==> src/rtl/spi_master_q.sv <==
// SPI master with a small TX queue; each entry carries a D/C flag and a payload.
// Power commands bypass the queue and drive the pmoden/vccen pins directly.
module spi_master_q #(
  parameter int DATA_W  = 8,
  parameter int DEPTH   = 4,
  parameter int FREQDIV = 25
) (
  input  logic                         clk,
  input  logic                         reset,
  input  logic                         wr,
  input  logic [DATA_W+1:0]            din,
  output logic                         full,
  output logic                         empty,
  output logic [$clog2(DEPTH+1)-1:0]   level,
  output logic                         busy,
  output logic                         ovf,
  output logic [7:0]                   dout
);

  localparam int AW = $clog2(DEPTH);
  localparam int LW = $clog2(DEPTH+1);
  localparam int DW = $clog2(FREQDIV);
  localparam int BW = $clog2(DATA_W);
  localparam logic [DW-1:0] DIV_LAST = DW'(FREQDIV - 1);
  localparam logic [BW-1:0] BIT_LAST = BW'(DATA_W - 1);
  localparam logic [LW-1:0] LVL_FULL = LW'(DEPTH);

  typedef enum logic [1:0] {IDLE, START, TRANS, STOP} state_t;

  state_t              state_reg, state_next;
  logic [DATA_W:0]     mem [DEPTH];
  logic [AW-1:0]       wr_ptr_reg, rd_ptr_reg;
  logic [LW-1:0]       count_reg;
  logic                ovf_reg;
  logic [DATA_W-1:0]   shift_reg;
  logic [DW-1:0]       div_reg, div_next;
  logic [BW-1:0]       bit_reg, bit_next;
  logic                phase_reg, phase_next;
  logic                cs_reg, cs_next;
  logic                sck_reg, sck_next;
  logic                sdo_reg, sdo_next;
  logic                dc_reg;
  logic                res_reg;
  logic                pwr_reg;
  logic                shift_en;

  logic push_data, push_pwr, pop, push_ok;

  assign push_data = wr & ~din[DATA_W+1];
  assign push_pwr  = wr &  din[DATA_W+1];
  // Pop decision uses the registered count, so a push into an empty queue
  // cannot be bypassed to the shifter in the same cycle.
  assign pop       = (state_reg == IDLE) && (count_reg != '0);
  assign push_ok   = push_data & (~full | pop);

  assign full  = (count_reg == LVL_FULL);
  assign empty = (count_reg == '0);
  assign level = count_reg;
  assign busy  = (state_reg != IDLE) || !empty;
  assign ovf   = ovf_reg;
  assign dout  = {pwr_reg, pwr_reg, res_reg, dc_reg, sck_reg, 1'b0, sdo_reg, cs_reg};

  // Queue storage with registered read straight into the shifter and D/C pin.
  always_ff @(posedge clk) begin
    if (push_ok)
      mem[wr_ptr_reg] <= {din[DATA_W], din[DATA_W-1:0]};
    if (reset) begin
      shift_reg <= '0;
      dc_reg    <= 1'b0;
    end else if (pop) begin
      {dc_reg, shift_reg} <= mem[rd_ptr_reg];
    end else if (shift_en) begin
      shift_reg <= {shift_reg[DATA_W-2:0], 1'b0};
    end
  end

  always_ff @(posedge clk) begin
    if (reset) begin
      wr_ptr_reg <= '0;
      rd_ptr_reg <= '0;
      count_reg  <= '0;
      ovf_reg    <= 1'b0;
      pwr_reg    <= 1'b0;
      res_reg    <= 1'b0;
    end else begin
      res_reg <= 1'b1;
      if (push_pwr)
        pwr_reg <= din[0];
      if (push_data && full && !pop)
        ovf_reg <= 1'b1;
      if (push_ok)
        wr_ptr_reg <= wr_ptr_reg + AW'(1);
      if (pop)
        rd_ptr_reg <= rd_ptr_reg + AW'(1);
      case ({push_ok, pop})
        2'b10:   count_reg <= count_reg + LW'(1);
        2'b01:   count_reg <= count_reg - LW'(1);
        default: count_reg <= count_reg;
      endcase
    end
  end

  always_ff @(posedge clk) begin
    if (reset) begin
      state_reg <= IDLE;
      div_reg   <= '0;
      bit_reg   <= '0;
      phase_reg <= 1'b0;
      cs_reg    <= 1'b1;
      sck_reg   <= 1'b0;
      sdo_reg   <= 1'b0;
    end else begin
      state_reg <= state_next;
      div_reg   <= div_next;
      bit_reg   <= bit_next;
      phase_reg <= phase_next;
      cs_reg    <= cs_next;
      sck_reg   <= sck_next;
      sdo_reg   <= sdo_next;
    end
  end

  // phase_reg: 0 = SCK low half of a bit, 1 = SCK high half.
  always_comb begin
    state_next = state_reg;
    div_next   = div_reg;
    bit_next   = bit_reg;
    phase_next = phase_reg;
    cs_next    = cs_reg;
    sck_next   = sck_reg;
    sdo_next   = sdo_reg;
    shift_en   = 1'b0;
    case (state_reg)
      IDLE: begin
        cs_next  = 1'b1;
        sck_next = 1'b1;
        if (pop) begin
          cs_next    = 1'b0;
          div_next   = '0;
          bit_next   = '0;
          phase_next = 1'b0;
          state_next = START;
        end
      end
      START: begin
        if (div_reg == DIV_LAST) begin
          div_next   = '0;
          sck_next   = 1'b0;
          sdo_next   = shift_reg[DATA_W-1];
          state_next = TRANS;
        end else begin
          div_next = div_reg + DW'(1);
        end
      end
      TRANS: begin
        if (div_reg == DIV_LAST) begin
          div_next = '0;
          if (!phase_reg) begin
            phase_next = 1'b1;
            sck_next   = 1'b1;
            shift_en   = 1'b1;
          end else if (bit_reg == BIT_LAST) begin
            state_next = STOP;
          end else begin
            phase_next = 1'b0;
            bit_next   = bit_reg + BW'(1);
            sck_next   = 1'b0;
            sdo_next   = shift_reg[DATA_W-1];
          end
        end else begin
          div_next = div_reg + DW'(1);
        end
      end
      STOP: begin
        if (div_reg == DIV_LAST) begin
          div_next   = '0;
          cs_next    = 1'b1;
          state_next = IDLE;
        end else begin
          div_next = div_reg + DW'(1);
        end
      end
      default: state_next = IDLE;
    endcase
  end

endmodule

==> config.mk <==
export PLATFORM = sky130hd
export DESIGN_NAME = spi_master_q
export DESIGN_NICKNAME = d
export VERILOG_FILES = /design/src/rtl/spi_master_q.sv
export SDC_FILE = /design/constraint.sdc
export NUM_CORES = 1
export LEC_CHECK = 0
export ABC_AREA = 1
export CAP_MARGIN = 30
export CORE_UTILIZATION = 40
export DETAILED_ROUTE_END_ITERATION = 6
export PLACE_DENSITY = 0.69
export SETUP_SLACK_MARGIN = 0.15
export SYNTH_ARGS = -nofsm -noshare
export SYNTH_HDL_FRONTEND = slang
export SYNTH_SLANG_ARGS = --single-unit
export TNS_END_PERCENT = 100
==> constraint.sdc <==
create_clock -name clk -period 3.08 [get_ports clk]
set_clock_uncertainty 0.15 [all_clocks]
set_input_delay 0.924 -clock clk [delete_from_list [all_inputs] [get_ports clk]]
set_output_delay 0.924 -clock clk [all_outputs]
set_load 0.005 [all_outputs]
After elaboration in Yosys (flattened, before gate mapping). Memory sizes are Yosys's and may differ from the RTL's. A register that Yosys moved wholly into a read port is not among the register bits. Index checks and enable logic that the tools add are counted.

Bits in registers: 33. Bits in writable memories: 36. Bits of input ports: 13. Memories kept: 1.

Memory list: mem (depth 4, bits a word 9, rd ports 1, clocked after memory_dff 1, write ports 1, RTL line 31) `logic [DATA_W:0] mem [DEPTH];`.

Add/subtract/negate cells: 6. Equality and inequality tests: 16. Muxes and demuxes: 44. Bitwise logic cells: 6. Reduce and logical (&&, ||, !) cells: 23.

Operator list (number): $mux 1 (20); $mux 2 (8); $mux 8 (2); $ne 2x2->1 const B (7); $mux 3 (4); $pmux 3 s2 (2); $reduce_bool 2->1 (6); $mux 5 (2); $pmux 5 s2 (1); $reduce_and 5->1 (2); $pmux 2 s4 (1); $add 3x1->3 const B (2); $eq 2x2->1 const B (3); $eq 3x3->1 const B (2); $pmux 1 s2 (3); $reduce_and 6->1 (1); $reduce_bool 3->1 (2); $add 5x1->5 const B (1); $eq 5x5->1 const B (1); $add 2x1->2 const B (2); $eq 2x1->1 const B (2); $reduce_and 4->1 (1); $and 1x1->1 (3); $logic_and 1x1->1 (3); 12 further kinds (14).

Depth between registers and ports, before layout. Gate-level depths: netlist (run 1).

Depth in word-level cells: 6. Depth in mapped cells: 11.

Worst setup path before layout (run 1). Ideal clock, no wire load.

Kind: input to register. Start point: input wr. End point: memory mem[0][0] (netlist name) (enable). Library setup time: 0.374 ns. Data arrival time: 1.748 ns. Required time: 2.556 ns. Setup slack: 0.808 ns. Stages: 4. Buffers on the path: 0. Cell sequence: inv_1 > nor2_1 > o21ai_2 > nor2_1.

Word-level cells in the longest chain between the ends: 4.

Ends and longest elaborated chain: start: declaration (RTL line 10) `input logic wr,`; $and 1x1->1 (RTL line 49) `assign push_data = wr & ~din[DATA_W+1];`; $and 1x1->1 (RTL line 54) `assign push_ok = push_data & (~full | pop);`; $mux 1 (RTL line 65) `if (push_ok)`; $mux 1 (implied by the code) (RTL line 66) `mem[wr_ptr_reg] <= {din[DATA_W], din[DATA_W-1:0]};`; end: declaration (RTL line 31).

Every way passes these cells.

Final worst setup path (run 1).
Start point: register state_reg[0]. End point: output busy.

Word-level cells in the longest chain between the ends: 2.

Ends and longest elaborated chain: start: declaration (RTL line 30) `state_t state_reg, state_next;`; start signal: assignment (RTL line 113) `state_reg <= state_next;`; $reduce_bool 2->1 (RTL line 59) `assign busy = (state_reg != IDLE) || !empty;`; $logic_or 1x1->1 (RTL line 59); end: declaration (RTL line 15) `output logic busy,`.

Every way passes these cells.

==> results of run 1 <==
-- worst register-to-register path, stage by stage (launching register included) --
cell and delay (ps):
dfxtp_1 340, inv_1 90, ha_2 300, inv_2 110
a21oi_4 140, nand2_2 100, fa_1 390, inv_1 70
nand4_1 110, a21oi_1 160, nor2_1 60
-- kinds of logic after synthesis --
group,share of synthesized area (%)
adders and majority gates,5.37
AOI/OAI and AO/OA,10.4
and+or+nand+nor,19.2
DFF,56.2
buffers and inverters,8.14
other,0.118
xor gates and xnor gates,0.553
-- cells in the final DEF (no fill, tap or decap), drive strengths merged, types with 2 or more instances in the layout --
cell type and count:
clkbuf 10, a21oi 27, clkinvlp 3, clkinv 4, dfxtp 35, edfxtp 36
xor2 2, nand4 2, o21ai 29, a31oi 2, nor2 23, nand2 77
inv 38, ha 12, clkdlybuf4s50 26, buf 9, nand3 38
-- routing by layer --
metal	part of all wire (%)	up-vias	global-route usage [%]
met3	3.8	11	2.76
met1	46	1101	20.5
met4	2.8	0	9.92
met2	47	52	26.8
met5	0	-	0
li1	-	1197	-
-- power by group through the flow --
stage | combinational (mW) | clock [mW] | sequential [mW]
2_1_floorplan | 0.869 | 0 | 1.20
3_3_place_gp | 1.13 | 0 | 1.23
3_5_place_dp | 1.16 | 0 | 1.23
4_1_cts | 1.17 | 0.751 | 1.21
5_1_grt | 1.34 | 0.788 | 1.23
6_report | 1.17 | 0.740 | 1.21
-- cell type report --
cell class	instances	share of cell area, %
multi-input cells	218	30.5
inverters	40	4.03
clock buffers	10	3.70
repair buffers	35	8.81
well taps	102	3.43
clock inverters	6	1.61
flip-flops and latches	71	47.9
-- worst max-delay path by stage --
| stage | depth (start not counted) | startpoint | to | slack, ps |
|---|---|---|---|---|
| 2_1_floorplan | 4 | wr | mem[0][0] | 810 |
| 3_3_place_gp | 9 | din[9] | level[2] | 420 |
| 3_5_place_dp | 9 | din[9] | level[2] | 390 |
| 4_1_cts | 4 | state_reg[0] | busy | 180 |
| 5_1_grt | 4 | state_reg[0] | busy | 220 |
| 6_report | 4 | state_reg[0] | busy | 300 |
-- what timing repair did --
action                                  4_1_cts  5_1_grt
pin swaps                                     0        0
resized for setup                             1        1
endpoints found under the setup margin        1        1
cloned                                        0        0
==> out/metrics.csv, run 1 <==
stage,metric,value,unit
outcome,outcome,"finished, violations left",
outcome,violations,design-rule violations,
clock_network,cts_hold_buf,0,
place,dp.cells,466,
clock_network,clk_path_buf_depth,2,
logic_synthesis,synthDistinctLibCells,30,
hold_path,holdPathEnd,sdo_reg,
logic_synthesis,synth_top_area_share,34.1,%
cells_and_area,syn_to_final_growth,17.5,%
logic_synthesis,async_flop_share,0,%
power,leakage,1.49,nW
clock_network,clk_latency,350,ps
global_routing,grt.total_usage,16.5,%
power,power.share.switching,37.3,%
global_routing,grt_max_degree,21,
logic_synthesis,synth_seq_cells,71,
logic_synthesis,synth_largest_area_cell,edfxtp_1,
drt,drtAntennaViolNets,0,
place,pre_cts_ws,389,ps
floorplan,start_util,41.2,%
clock_network,cts_num_sinks,71,
power,power,3.13,mW
drt,vias,2361,
logic_synthesis,syn_inst,346,
timing,final-hold-violation-count,0,
drt,wirelength,6130,um
cells_and_area,largest_reg_flops,36,
critical_path,worst_setup_path_start_kind,flip-flop,
timing,slew_headroom,59.6,%
clock_network,post_cts_buffers,0,
drt,vias_per_cell,4.90,
critical_path,cp.required,2010,ps
floorplan,die_area,8280,um^2
clock_network,clk_pin_slew,70,ps
flow_run,drv_cap,0,
clock_network,cts_tree,yes,
critical_path,crit_buf_inv,2,
logic_synthesis,ys_seq_area_share,56.2,%
logic_synthesis,synth_common_cells,"nand2_1 (75), inv_1 (37), edfxtp_1 (36), nand3_1 (36), dfxtp_1 (35)",
floorplan,rows,32,
critical_path,crit_family,buffers and inverters,
hold_path,min_from,sdo_reg,
timing,slew_viol_final,0,
logic_synthesis,syn_nets,372,
timing,fmax,360,MHz
power,p_int,1.96,mW
cells_and_area,nFillCells,723,
cells_and_area,final_cells,482,
logic_synthesis,synth-edff-count,36,
logic_synthesis,syn_area,3170,um^2
critical_path,r2r_cells,10,
timing,period_minus_slack,2780,ps
floorplan,die_y,91.0,um
critical_path,slowest_delay,510,ps
timing,period_share,90.3,%
power,seqPwrFrac,38.8,%
cells_and_area,drive_gt1_share,8.95,%
floorplan,die_w,91.0,um
power,p_per_area,840,nW/um^2
logic_synthesis,synth.top_cells.by_area,"edfxtp_1 (34%), dfxtp_1 (22%), nand2_1 (8.9%)",
logic_synthesis,synth_area_per_cell,9.16,um^2
critical_path,endpoint_kind,output port,
clock_network,cts_root_buf,clkbuf_8,
drt,dr.pass1.iters,6,
place,dp_hpwl,4230,um
clock_network,numCtsBuffers,9,
hold_path,min_path_type,flip-flop to flip-flop,
critical_path,reg2reg_slack,970,ps
timing,worst_pin_slew,606,ps
timing,tns,0,ps
timing,setup_viol,0,
power,p_comb_share,37.5,%
cells_and_area,antenna_cells_inserted,0,
place,gp_congestion,0.825,
floorplan,pin_count,28,
place,numPortBuffers,26,
floorplan,core,7690,um^2
cells_and_area,regArea,1780,um^2
place,dpl_cell_area,3520,um^2
power,p_sw,1.17,mW
timing,rsz0062_at_grt,no,
critical_path,reg2reg_to,level[2],
drt,drt-initial-drc-count,134,
global_routing,grt_pass1_wl,10500,um
power,power_frac_clock,23.7,%
cells_and_area,stdcell_area,3720,um^2
cells_and_area,nets,401,
drt,routedWlPerCell,12.7,um
drt,drc_errors,1,
critical_path,crit_arrival,1710,ps
critical_path,crit-reg2reg-launch,state_reg[0],
logic_synthesis,synthFlopType,edfxtp_1,
critical_path,path_max_fanout,7,
power,peakVddDrop,0.405,mV
critical_path,path_cells,inv_1 -> ha_2 -> nand3_2 -> clkdlybuf4s50_1,
logic_synthesis,yosys_warnings,0,
global_routing,grt_overflow,0,
global_routing,antenna_found_initial,0,
cells_and_area,multiInputGateArea,1140,um^2
timing,worst_slack,299,ps
cells_and_area,final_util,48.4,%
clock_network,htreeDepth,3,
global_routing,grt_pass1_vias,2293,
timing,whs,298,ps
critical_path,critPathKind,flip-flop to output port,
logic_synthesis,synth.most_common_cell,nand2_1,
hold_path,hold_depth,2,
critical_path,cp_slowest_cell,clkdlybuf4s50_1,
(Power assumes the default switching activity.)
==> run 2, diff against run 1 <==
PLACE_DENSITY = not set   (was 0.69)
PLACE_DENSITY_LB_ADDON = 0.05   (was not set)
==> out/metrics.csv, run 2 (synthesis gave the netlist of run 1 again) <==
stage,metric,value,unit,change
global_routing,grt_pass1_wl,10100,um,-4.2%
clock_network,htreeDepth,3,,unchanged
hold_path,min_path_type,flip-flop to flip-flop,,
critical_path,crit_arrival,1730,ps,+20 ps
drt,dr.pass1.iters,4,,-2
clock_network,cts_root_buf,clkbuf_8,,
global_routing,antenna_found_initial,0,,unchanged
critical_path,cp.required,2010,ps,about the same
place,gp_congestion,0.771,,-6.6%
floorplan,die_y,91.0,um,unchanged
timing,rsz0062_at_grt,no,,
critical_path,worst_setup_path_start_kind,flip-flop,,
floorplan,rows,32,,unchanged
cells_and_area,final_common_cell,nand2_1,,
drt,drt-initial-drc-count,93,,-31%
clock_network,cts_num_sinks,71,,unchanged
power,p_per_area,842,nW/um^2,+0.19%
cells_and_area,stdcell_area,3740,um^2,+0.40%
critical_path,reg2reg_slack,1010,ps,+40 ps
floorplan,core,7690,um^2,unchanged
timing,period_share,91.1,%,+0.83 points
clock_network,post_cts_buffers,0,,unchanged
timing,tns,0,ps,unchanged
timing,setup_viol,0,,unchanged
clock_network,clk_latency,350,ps,about the same
power,power_frac_clock,24.5,%,+0.8 points
power,p_sw,1.19,mW,+1.6%
hold_path,hold_depth,2,,unchanged
cells_and_area,final_cells,484,,+0.41%
timing,fmax,356,MHz,-0.91%
cells_and_area,final_cell_mix,"nand2_1 (75), inv_1 (37), nand3_1 (36), edfxtp_1 (36), dfxtp_1 (35)",,
floorplan,die_area,8280,um^2,unchanged
critical_path,critPathKind,flip-flop to output port,,
drt,routedWlPerCell,12.3,um,-3.7%
power,peakVddDrop,0.319,mV,-21%
global_routing,gr-usage-met2,26.9,%,+0.063 points
clock_network,clk_path_buf_depth,2,,unchanged
power,power,3.14,mW,+0.60%
floorplan,pin_count,28,,unchanged
place,dp_hpwl,4320,um,+2.1%
floorplan,die_w,91.0,um,unchanged
global_routing,gr-usage-met3,4.02,%,+1.3 points
clock_network,numCtsBuffers,9,,unchanged
global_routing,grt.busiest_layer,met2,,
cells_and_area,final_util,48.6,%,+0.20 points
critical_path,endpoint_kind,output port,,
drt,vias_per_cell,4.76,,-2.8%
critical_path,r2r_cells,11,,+1
cells_and_area,largest_reg_flops,36,,unchanged
clock_network,cts_resized,0,,-1
cells_and_area,antenna_cells_inserted,0,,unchanged
power,power.share.switching,37.7,%,+0.39 points
critical_path,path_max_fanout,5,,-2
outcome,outcome,"complete, no violations",,
flow_run,drv_cap,0,,unchanged
place,dpl_cell_area,3530,um^2,+0.43%
drt,drc_errors,0,,-1
global_routing,grt_overflow,0,,unchanged
global_routing,grt_max_degree,27,,+29%
clock_network,cts_hold_buf,0,,unchanged
clock_network,cts_tree,yes,,
timing,slew_viol_final,0,,unchanged
place,numPortBuffers,26,,unchanged
power,p_comb_share,37.0,%,-0.5 points
floorplan,start_util,41.2,%,unchanged
cells_and_area,nets,403,,+0.50%
drt,drtAntennaViolNets,0,,unchanged
global_routing,grt_pass1_vias,2153,,-6.1%
power,p_int,1.96,mW,about the same
place,dp.cells,468,,+0.43%
global_routing,met1_usage,19.2,%,-1.3 points
timing,final-hold-violation-count,0,,unchanged
power,leakage,1.51,nW,+1.6%
cells_and_area,drive_gt1_share,9.42,%,+0.48 points
drt,wirelength,5930,um,-3.3%
cells_and_area,syn_to_final_growth,17.9,%,
drt,vias,2304,,-2.4%
power,seqPwrFrac,38.4,%,-0.4 points
global_routing,grt.total_usage,16.0,%,-0.52 points
timing,period_minus_slack,2810,ps,+25.5 ps
clock_network,clk_pin_slew,80,ps,about the same
run 2: cell types whose count changed in the layout (fill, tap and decap cells not counted), moves of 2 or more:
cell        delta
clkinv_4       +3
buf_4          +2
clkinv_1       -2
clkinvlp_4     -3
run 2: cell type report:
| type | count | area [um^2] |
|---|---|---|
| multi-input combinational | 218 | 1130 |
| clock buffer | 9 | 124 |
| inverter | 40 | 150 |
| tap | 102 | 128 |
| timing repair buffer | 37 | 343 |
| sequential | 71 | 1780 |
| clock inverter | 7 | 81.3 |
| fill | 784 | 3950 |
run 2: path summary, 6_finish.rpt:
check                                  start        to
worst max-delay path            state_reg[0]      busy
worst min-delay path                 sck_reg   sck_reg
worst max register to register  state_reg[0]  level[2]
worst min register to register       sck_reg   sck_reg
run 2: power by group through the flow:
stage	registers, mW	logic (mW)	clock network (mW)
floorplan	1.20	0.869	0
global placement	1.23	1.18	0
detailed placement	1.23	1.19	0
CTS	1.21	1.19	0.793
global route	1.22	1.34	0.832
finish	1.21	1.16	0.771
run 2: stage by stage:
stage	hold WS [ps]	setup slack [ps]
6_report	299	273
5_1_grt	330	178
4_1_cts	304	242
3_5_place_dp	291	376
3_3_place_gp	282	417
2_1_floorplan	274	808
run 2: worst max-delay path, cell delays in order (launching register included):
cell             delay (ps)
dfxtp_1                 380
inv_1                    80
ha_1                    210
nand3_1                 180
clkdlybuf4s50_1         540
run 2: per-layer routing:
| metal | vias up | part of all wire (%) | wire length [um] |
|---|---|---|---|
| met2 | 22 | 49 | 2890 |
| met3 | 10 | 2.6 | 156 |
| met1 | 1070 | 47 | 2780 |
| met4 | 0 | 1.8 | 108 |
| li1 | 1202 | - | - |
| met5 | - | 0 | 0 |
